[src/rtl/leitor_amostras_spi_pkg.sv]
// Shared constants and state encoding for the SPI flash sample reader.
// Flash address is {track, word address}; no arithmetic is ever applied to it.
package leitor_amostras_spi_pkg;

  localparam logic [7:0] CMD_READ         = 8'h03;
  localparam int         BITS_QUADRO      = 40;
  localparam int         BIT_INICIO_DADO  = 32;
  localparam logic [7:0] AMOSTRA_SILENCIO = 8'h80;

  typedef enum logic [1:0] {
    OCIOSO = 2'd0,
    QUADRO = 2'd1,
    FIM    = 2'd2
  } estado_t;

endpackage

[src/rtl/leitor_amostras_spi_if.sv]
// Request/response bundle between the address state machine (master)
// and the flash sample reader (slave).
interface leitor_amostras_spi_if;

  logic        req;
  logic [21:0] endereco;
  logic [1:0]  musica;
  logic        busy;
  logic [7:0]  amostra;
  logic        amostra_valida;
  logic        erro_overrun;

  modport master (
    output req, endereco, musica,
    input  busy, amostra, amostra_valida, erro_overrun
  );

  modport slave (
    input  req, endereco, musica,
    output busy, amostra, amostra_valida, erro_overrun
  );

endinterface

[src/rtl/leitor_amostras_spi_gerador_sck.sv]
// SCK half-period generator: each bit slot is HALF_SCK cycles low then HALF_SCK high.
// Held cleared (SCK low, counter zero) whenever the frame is not active.
module gerador_sck #(
  parameter int HALF_SCK = 2
) (
  input  logic clk,
  input  logic reset,
  input  logic ativo,
  output logic sck,
  output logic fim_bit
);

  localparam int             W         = $clog2(2*HALF_SCK + 1);
  localparam logic [W-1:0]   ULT_BAIXO = W'(HALF_SCK - 1);
  localparam logic [W-1:0]   ULT_ALTO  = W'(2*HALF_SCK - 1);

  logic [W-1:0] cnt_q, cnt_d;
  logic         sck_q, sck_d;
  logic         fim_meio;

  always_comb begin
    fim_meio = ativo && (cnt_q == ULT_BAIXO);
    fim_bit  = ativo && (cnt_q == ULT_ALTO);
    cnt_d    = '0;
    sck_d    = 1'b0;
    if (ativo) begin
      cnt_d = fim_bit ? '0 : cnt_q + 1'b1;
      sck_d = fim_meio ? 1'b1 : (fim_bit ? 1'b0 : sck_q);
    end
  end

  always_ff @(posedge clk) begin
    if (reset) begin
      cnt_q <= '0;
      sck_q <= 1'b0;
    end else begin
      cnt_q <= cnt_d;
      sck_q <= sck_d;
    end
  end

  assign sck = sck_q;

endmodule

[src/rtl/leitor_amostras_spi.sv]
// Reads one 8-bit sample from SPI flash (READ 0x03, mode 0) per accepted request
// and presents it with a one-cycle valid strobe. All outputs come straight from flops.
module leitor_amostras_spi
  import leitor_amostras_spi_pkg::*;
#(
  parameter int HALF_SCK = 2
) (
  input  logic                 clk,
  input  logic                 reset,
  leitor_amostras_spi_if.slave bus,
  output logic                 spi_cs_n,
  output logic                 spi_sck,
  output logic                 spi_mosi,
  input  logic                 spi_miso
);

  estado_t     estado_q, estado_d;
  logic [39:0] quadro_q, quadro_d;
  logic [5:0]  bit_q, bit_d;
  logic [6:0]  dado_q, dado_d;
  logic [7:0]  amostra_q, amostra_d;
  logic        valida_q, valida_d;
  logic        busy_q, busy_d;
  logic        erro_q, erro_d;
  logic        cs_n_q, cs_n_d;
  logic        mosi_q, mosi_d;
  logic        ativo, fim_bit;

  assign ativo = (estado_q == QUADRO);

  gerador_sck #(.HALF_SCK(HALF_SCK)) u_sck (
    .clk     (clk),
    .reset   (reset),
    .ativo   (ativo),
    .sck     (spi_sck),
    .fim_bit (fim_bit)
  );

  always_comb begin
    estado_d  = estado_q;
    quadro_d  = quadro_q;
    bit_d     = bit_q;
    dado_d    = dado_q;
    amostra_d = amostra_q;
    valida_d  = 1'b0;
    busy_d    = busy_q;
    erro_d    = erro_q | (bus.req & busy_q);
    cs_n_d    = cs_n_q;
    mosi_d    = mosi_q;
    case (estado_q)
      OCIOSO: begin
        if (bus.req) begin
          quadro_d = {CMD_READ, bus.musica, bus.endereco, 8'h00};
          bit_d    = '0;
          busy_d   = 1'b1;
          cs_n_d   = 1'b0;
          mosi_d   = CMD_READ[7];
          estado_d = QUADRO;
        end
      end
      QUADRO: begin
        if (fim_bit) begin
          if (bit_q >= 6'(BIT_INICIO_DADO))
            dado_d = {dado_q[5:0], spi_miso};
          // Rotate rather than zero-fill: the wrapped bits never reach MOSI.
          quadro_d = {quadro_q[38:0], quadro_q[39]};
          mosi_d   = quadro_q[38];
          bit_d    = bit_q + 6'd1;
          if (bit_q == 6'(BITS_QUADRO - 1)) begin
            amostra_d = {dado_q, spi_miso};
            valida_d  = 1'b1;
            cs_n_d    = 1'b1;
            mosi_d    = 1'b0;
            estado_d  = FIM;
          end
        end
      end
      FIM: begin
        busy_d   = 1'b0;
        estado_d = OCIOSO;
      end
      default: estado_d = OCIOSO;
    endcase
  end

  always_ff @(posedge clk) begin
    if (reset) begin
      estado_q  <= OCIOSO;
      quadro_q  <= '0;
      bit_q     <= '0;
      dado_q    <= '0;
      amostra_q <= AMOSTRA_SILENCIO;
      valida_q  <= 1'b0;
      busy_q    <= 1'b0;
      erro_q    <= 1'b0;
      cs_n_q    <= 1'b1;
      mosi_q    <= 1'b0;
    end else begin
      estado_q  <= estado_d;
      quadro_q  <= quadro_d;
      bit_q     <= bit_d;
      dado_q    <= dado_d;
      amostra_q <= amostra_d;
      valida_q  <= valida_d;
      busy_q    <= busy_d;
      erro_q    <= erro_d;
      cs_n_q    <= cs_n_d;
      mosi_q    <= mosi_d;
    end
  end

  assign bus.busy           = busy_q;
  assign bus.amostra        = amostra_q;
  assign bus.amostra_valida = valida_q;
  assign bus.erro_overrun   = erro_q;
  assign spi_cs_n           = cs_n_q;
  assign spi_mosi           = mosi_q;

endmodule

[src/flat_wrapper.sv]
// flat-port wrapper written by rule: the top's interface ports become plain ports
module leitor_amostras_spi_flat import leitor_amostras_spi_pkg::*;
#(
  parameter int HALF_SCK = 2
)
  (clk, reset, spi_cs_n, spi_sck, spi_mosi, spi_miso, bus_req, bus_endereco, bus_musica, bus_busy, bus_amostra, bus_amostra_valida, bus_erro_overrun);
  leitor_amostras_spi_if bus_i ();
  input  logic clk;
  input  logic reset;
  output logic spi_cs_n;
  output logic spi_sck;
  output logic spi_mosi;
  input  logic spi_miso;
  input wire logic [$bits(bus_i.req)-1:0] bus_req;
  input wire logic [$bits(bus_i.endereco)-1:0] bus_endereco;
  input wire logic [$bits(bus_i.musica)-1:0] bus_musica;
  output wire logic [$bits(bus_i.busy)-1:0] bus_busy;
  output wire logic [$bits(bus_i.amostra)-1:0] bus_amostra;
  output wire logic [$bits(bus_i.amostra_valida)-1:0] bus_amostra_valida;
  output wire logic [$bits(bus_i.erro_overrun)-1:0] bus_erro_overrun;
  assign bus_i.req = bus_req;
  assign bus_i.endereco = bus_endereco;
  assign bus_i.musica = bus_musica;
  assign bus_busy = bus_i.busy;
  assign bus_amostra = bus_i.amostra;
  assign bus_amostra_valida = bus_i.amostra_valida;
  assign bus_erro_overrun = bus_i.erro_overrun;
  leitor_amostras_spi #(.HALF_SCK(HALF_SCK)) u_core (.clk(clk), .reset(reset), .bus(bus_i), .spi_cs_n(spi_cs_n), .spi_sck(spi_sck), .spi_mosi(spi_mosi), .spi_miso(spi_miso));
endmodule
[config.mk]
export PLATFORM = sky130hd
export DESIGN_NAME = leitor_amostras_spi_flat
export DESIGN_NICKNAME = d
export VERILOG_FILES = /design/src/rtl/leitor_amostras_spi_pkg.sv /design/src/rtl/leitor_amostras_spi_if.sv /design/src/rtl/leitor_amostras_spi_gerador_sck.sv /design/src/rtl/leitor_amostras_spi.sv /design/src/flat_wrapper.sv
export SDC_FILE = /design/constraint.sdc
export NUM_CORES = 1
export LEC_CHECK = 0
export CAP_MARGIN = 30
export CORE_MARGIN = 2
export CORE_UTILIZATION = 58
export DETAILED_ROUTE_END_ITERATION = 10
export GPL_ROUTABILITY_DRIVEN = 1
export HOLD_SLACK_MARGIN = 0.12
export MAX_ROUTING_LAYER = met4
export PLACE_DENSITY_LB_ADDON = 0.25
export SYNTH_ARGS = -nofsm -noshare
export SYNTH_HDL_FRONTEND = slang
export SYNTH_SLANG_ARGS = --single-unit
[constraint.sdc]
create_clock -name clk -period 4 [get_ports clk]
set_input_delay 0.8 -clock clk [delete_from_list [all_inputs] [get_ports clk]]
set_output_delay 0.8 -clock clk [all_outputs]
set_load 0.01 [all_outputs]
==> metrics.csv <==
stage,metric,value,unit
outcome,status,finished clean,
timing,WHS,463,ps
final_layout,fill count,423,
final_layout,total area of sequential cells,1440,sq um
timing,FMAX,411,MHz
floorplan,Die X,76.3,um
floorplan,CORE AREA,5070,sq um
timing,Final Max Tran Viols,0,
global_routing,vias in the first global route,2236,
floorplan,# rows,26,
timing,Tcrit/Tclk final,60.8,%
pwr,LEAKAGE,1.28,nW
clocking,Resize count post-CTS,0,
logic_synthesis,register bit total from synthesis,72,
clocking,CTS Hold Buffers Added,0,
logic_synthesis,main area contributors after synthesis,"dfxtp_1 48%, a21oi_1 8.7%, mux2i_1 8.2%",
routing,vias after detailed routing,2442,
timing,Final Skew,4.61,ps
clocking,CTS Sinks,72,
final_layout,Antenna diodes,0,
global_routing,GRT Residual Overflow,0,
timing,RSZ-0062 raised after global routing,no,
final_layout,fin nets,377,
floorplan,Initial Utilization,59.8,%
logic_synthesis,"Top FF cell, synth",dfxtp_1,
timing,Setup-failing EPs final,0,
worst_setup_path,type of origin of the critical path,input pin,
placement,Final HPWL DP,3.88,mm
logic_synthesis,sequential fraction of the synthesis area,47.5,%
clocking,clock slew seen by the registers of the worst setup and hold paths,80,ps
timing,"Min Clock Period, post-route",2430,ps
routing,drt total wl,6.25,mm
logic_synthesis,Synth top area share,47.5,%
global_routing,initial antenna violation count,0,
clocking,postcts setup bufs,0,
final_layout,layout cells sized above 1,8.31,%
logic_synthesis,Post-Syn Area per Cell,9.51,sq um
clocking,CTS buffer count,9,
timing,Slew Limit Headroom,31.5,%
flow_run,max-cap violations,0,
clocking,Clock Path Buffers,2,
routing,Vias/cell,5.83,
global_routing,GRT Overall Usage,22.4,%
worst_setup_path,Crit path required time,4240,ps
logic_synthesis,post-synth net total,352,
worst_setup_path,critical path class,in2reg,
floorplan,IO Pins,42,
final_layout,P&R area growth vs syn,17.9,%
clocking,H-tree depth,3,
timing,Slew @ Worst Pin,1030,ps
global_routing,first-pass GRT wire length,10.4,mm
logic_synthesis,Cell variety after synth,38,
global_routing,largest net degree at the start of global routing,38,
hold_path,Hold Path Class,reg2reg,
logic_synthesis,post-synth top area cell,dfxtp_1,
logic_synthesis,fraction of registers with async set/reset,0,%
routing,1st-pass router iterations,4,
floorplan,die height,76.3,um
timing,Final Hold Viols,0,
worst_setup_path,CP Max Fanout,18,
routing,DRC errors left,0,
worst_setup_path,crit path DAT,2670,ps
routing,DR WL/cell,14.9,um
logic_synthesis,Mapped Area,3030,sq um
placement,PortBufs,41,
clocking,CTS tree,built,
final_layout,area occupied by multi-input gates,1410,sq um
floorplan,die area,5830,sq um
logic_synthesis,synthesized instance count,319,
pwr,Peak VDD IR,0.257,mV
clocking,worst-skew pair later-pin latency,340,ps
logic_synthesis,Post-synth EDFFs,0,
pwr,Total Power,1.39,mW
placement,placer's final routability congestion estimate,0.812,
pwr,power density over cell area,390,nW/um^2
timing,TNS Setup,0,ps
logic_synthesis,Ys Warns,0,
worst_setup_path,Worst Setup End Kind,flop,
clocking,clock root buffer,clkbuf_8,
routing,Routed Antenna Nets,0,
routing,Initial DRC Count,159,
path summary, 6_finish.rpt:
check | startpoint | to | slack, ps | cells after the start
setup / recovery | bus_req | u_core.quadro_q[33]$_SDFFE_PP0P_ | 1570 | 5
hold / removal | u_core.dado_q[6]$_SDFFE_PP0P_ | u_core.dado_q[6]$_SDFFE_PP0P_ | 460 | 2
setup reg to reg | u_core.u_sck.cnt_q[0]$_SDFF_PP0_ | u_core.quadro_q[33]$_SDFFE_PP0P_ | 1670 | 7
hold reg to reg | u_core.dado_q[6]$_SDFFE_PP0P_ | u_core.dado_q[6]$_SDFFE_PP0P_ | 460 | 2
flip-flops by register name, indices dropped and copies added (netlist names), 2 cells and up:
signal	flops
u_core.bit_q	6
u_core.bus.amostra	8
u_core.dado_q	7
u_core.estado_q	2
u_core.quadro_q	40
u_core.u_sck.cnt_q	3
Yosys cell counts, types with 7 or more instances:
library cell / instances
nand2_1: 12
nand3_1: 9
a21oi_1: 53
a22o_1: 7
o31ai_1: 10
clkbuf_1: 15
inv_1: 9
nand4_1: 15
a211oi_1: 26
o21ai_0: 9
mux2i_1: 25
dfxtp_1: 72
buf_2: 9
critical path: stages:
cell and delay [ps]:
clkdlybuf4s50_1 510, mux2i_2 610, nor2_2 220, buf_4 270, o221a_2 250
metrics by stage:
step	cell area (sq um)	instances	utilization [%]	setup slack [ps]
5_1_grt	3580	419	70.5	1420
4_1_cts	3580	419	70.5	1560
3_3_place_gp	3400	403	67.1	1270
2_1_floorplan	3030	319	-	2350
3_5_place_dp	3400	403	67.1	1200
6_report	3580	419	70.5	1570
cells by family (layout without fill, tap and decap cells):
kind of cell | count (synthesis) | after routing | synth area share [%]
buffers and inverters | 40 | 70 | 6.14
and+or+nand+nor | 64 | 64 | 12.2
DFF | 72 | 72 | 47.5
adders and majority gates | 5 | 5 | 2.06
AOI/OAI and AO/OA | 111 | 111 | 23.1
muxes | 27 | 27 | 9.07
cells in the final DEF (no fill, tap or decap), types with 2 or more instances in the layout:
cell type	n
a22o_1	7
or4_1	3
nand4b_1	4
nor2_1	6
o21ai_0	9
nand2_1	12
clkinv_2	4
clkdlybuf4s50_1	40
o221a_2	2
mux2i_1	25
clkbuf_8	10
buf_4	3
nand3_1	9
nand4_1	15
o31ai_1	10
a211oi_1	26
nor3_1	2
ha_1	5
inv_1	9
nor4_1	5
dfxtp_1	72
a21oi_1	53
clkinvlp_4	2
routing by layer:
metal  track usage (%)  share of wire, %
met5                 -                 0
met4              9.27              0.99
met3              4.27               3.3
met2              33.5                47
met1              29.9                48
layout make-up:
| class | instances | area share [%] |
|---|---|---|
| multi-input cells | 207 | 39.4 |
| repair buffers | 44 | 12.0 |
| clock inverters | 6 | 0.980 |
| inverters | 10 | 1.05 |
| clock buffers | 10 | 3.85 |
| well taps | 70 | 2.45 |
| flip-flops and latches | 72 | 40.3 |
report_power, final:
part / switching [mW] / total (mW) / leakage, nW / internal (mW)
registers: 0.0167 / 0.759 / 0.587 / 0.742
clock network: 0.267 / 0.504 / 0.0878 / 0.237
logic: 0.0640 / 0.131 / 0.601 / 0.0669
total: 0.348 / 1.39 / 1.28 / 1.05
No activity file was read; power rests on OpenSTA's default activity.
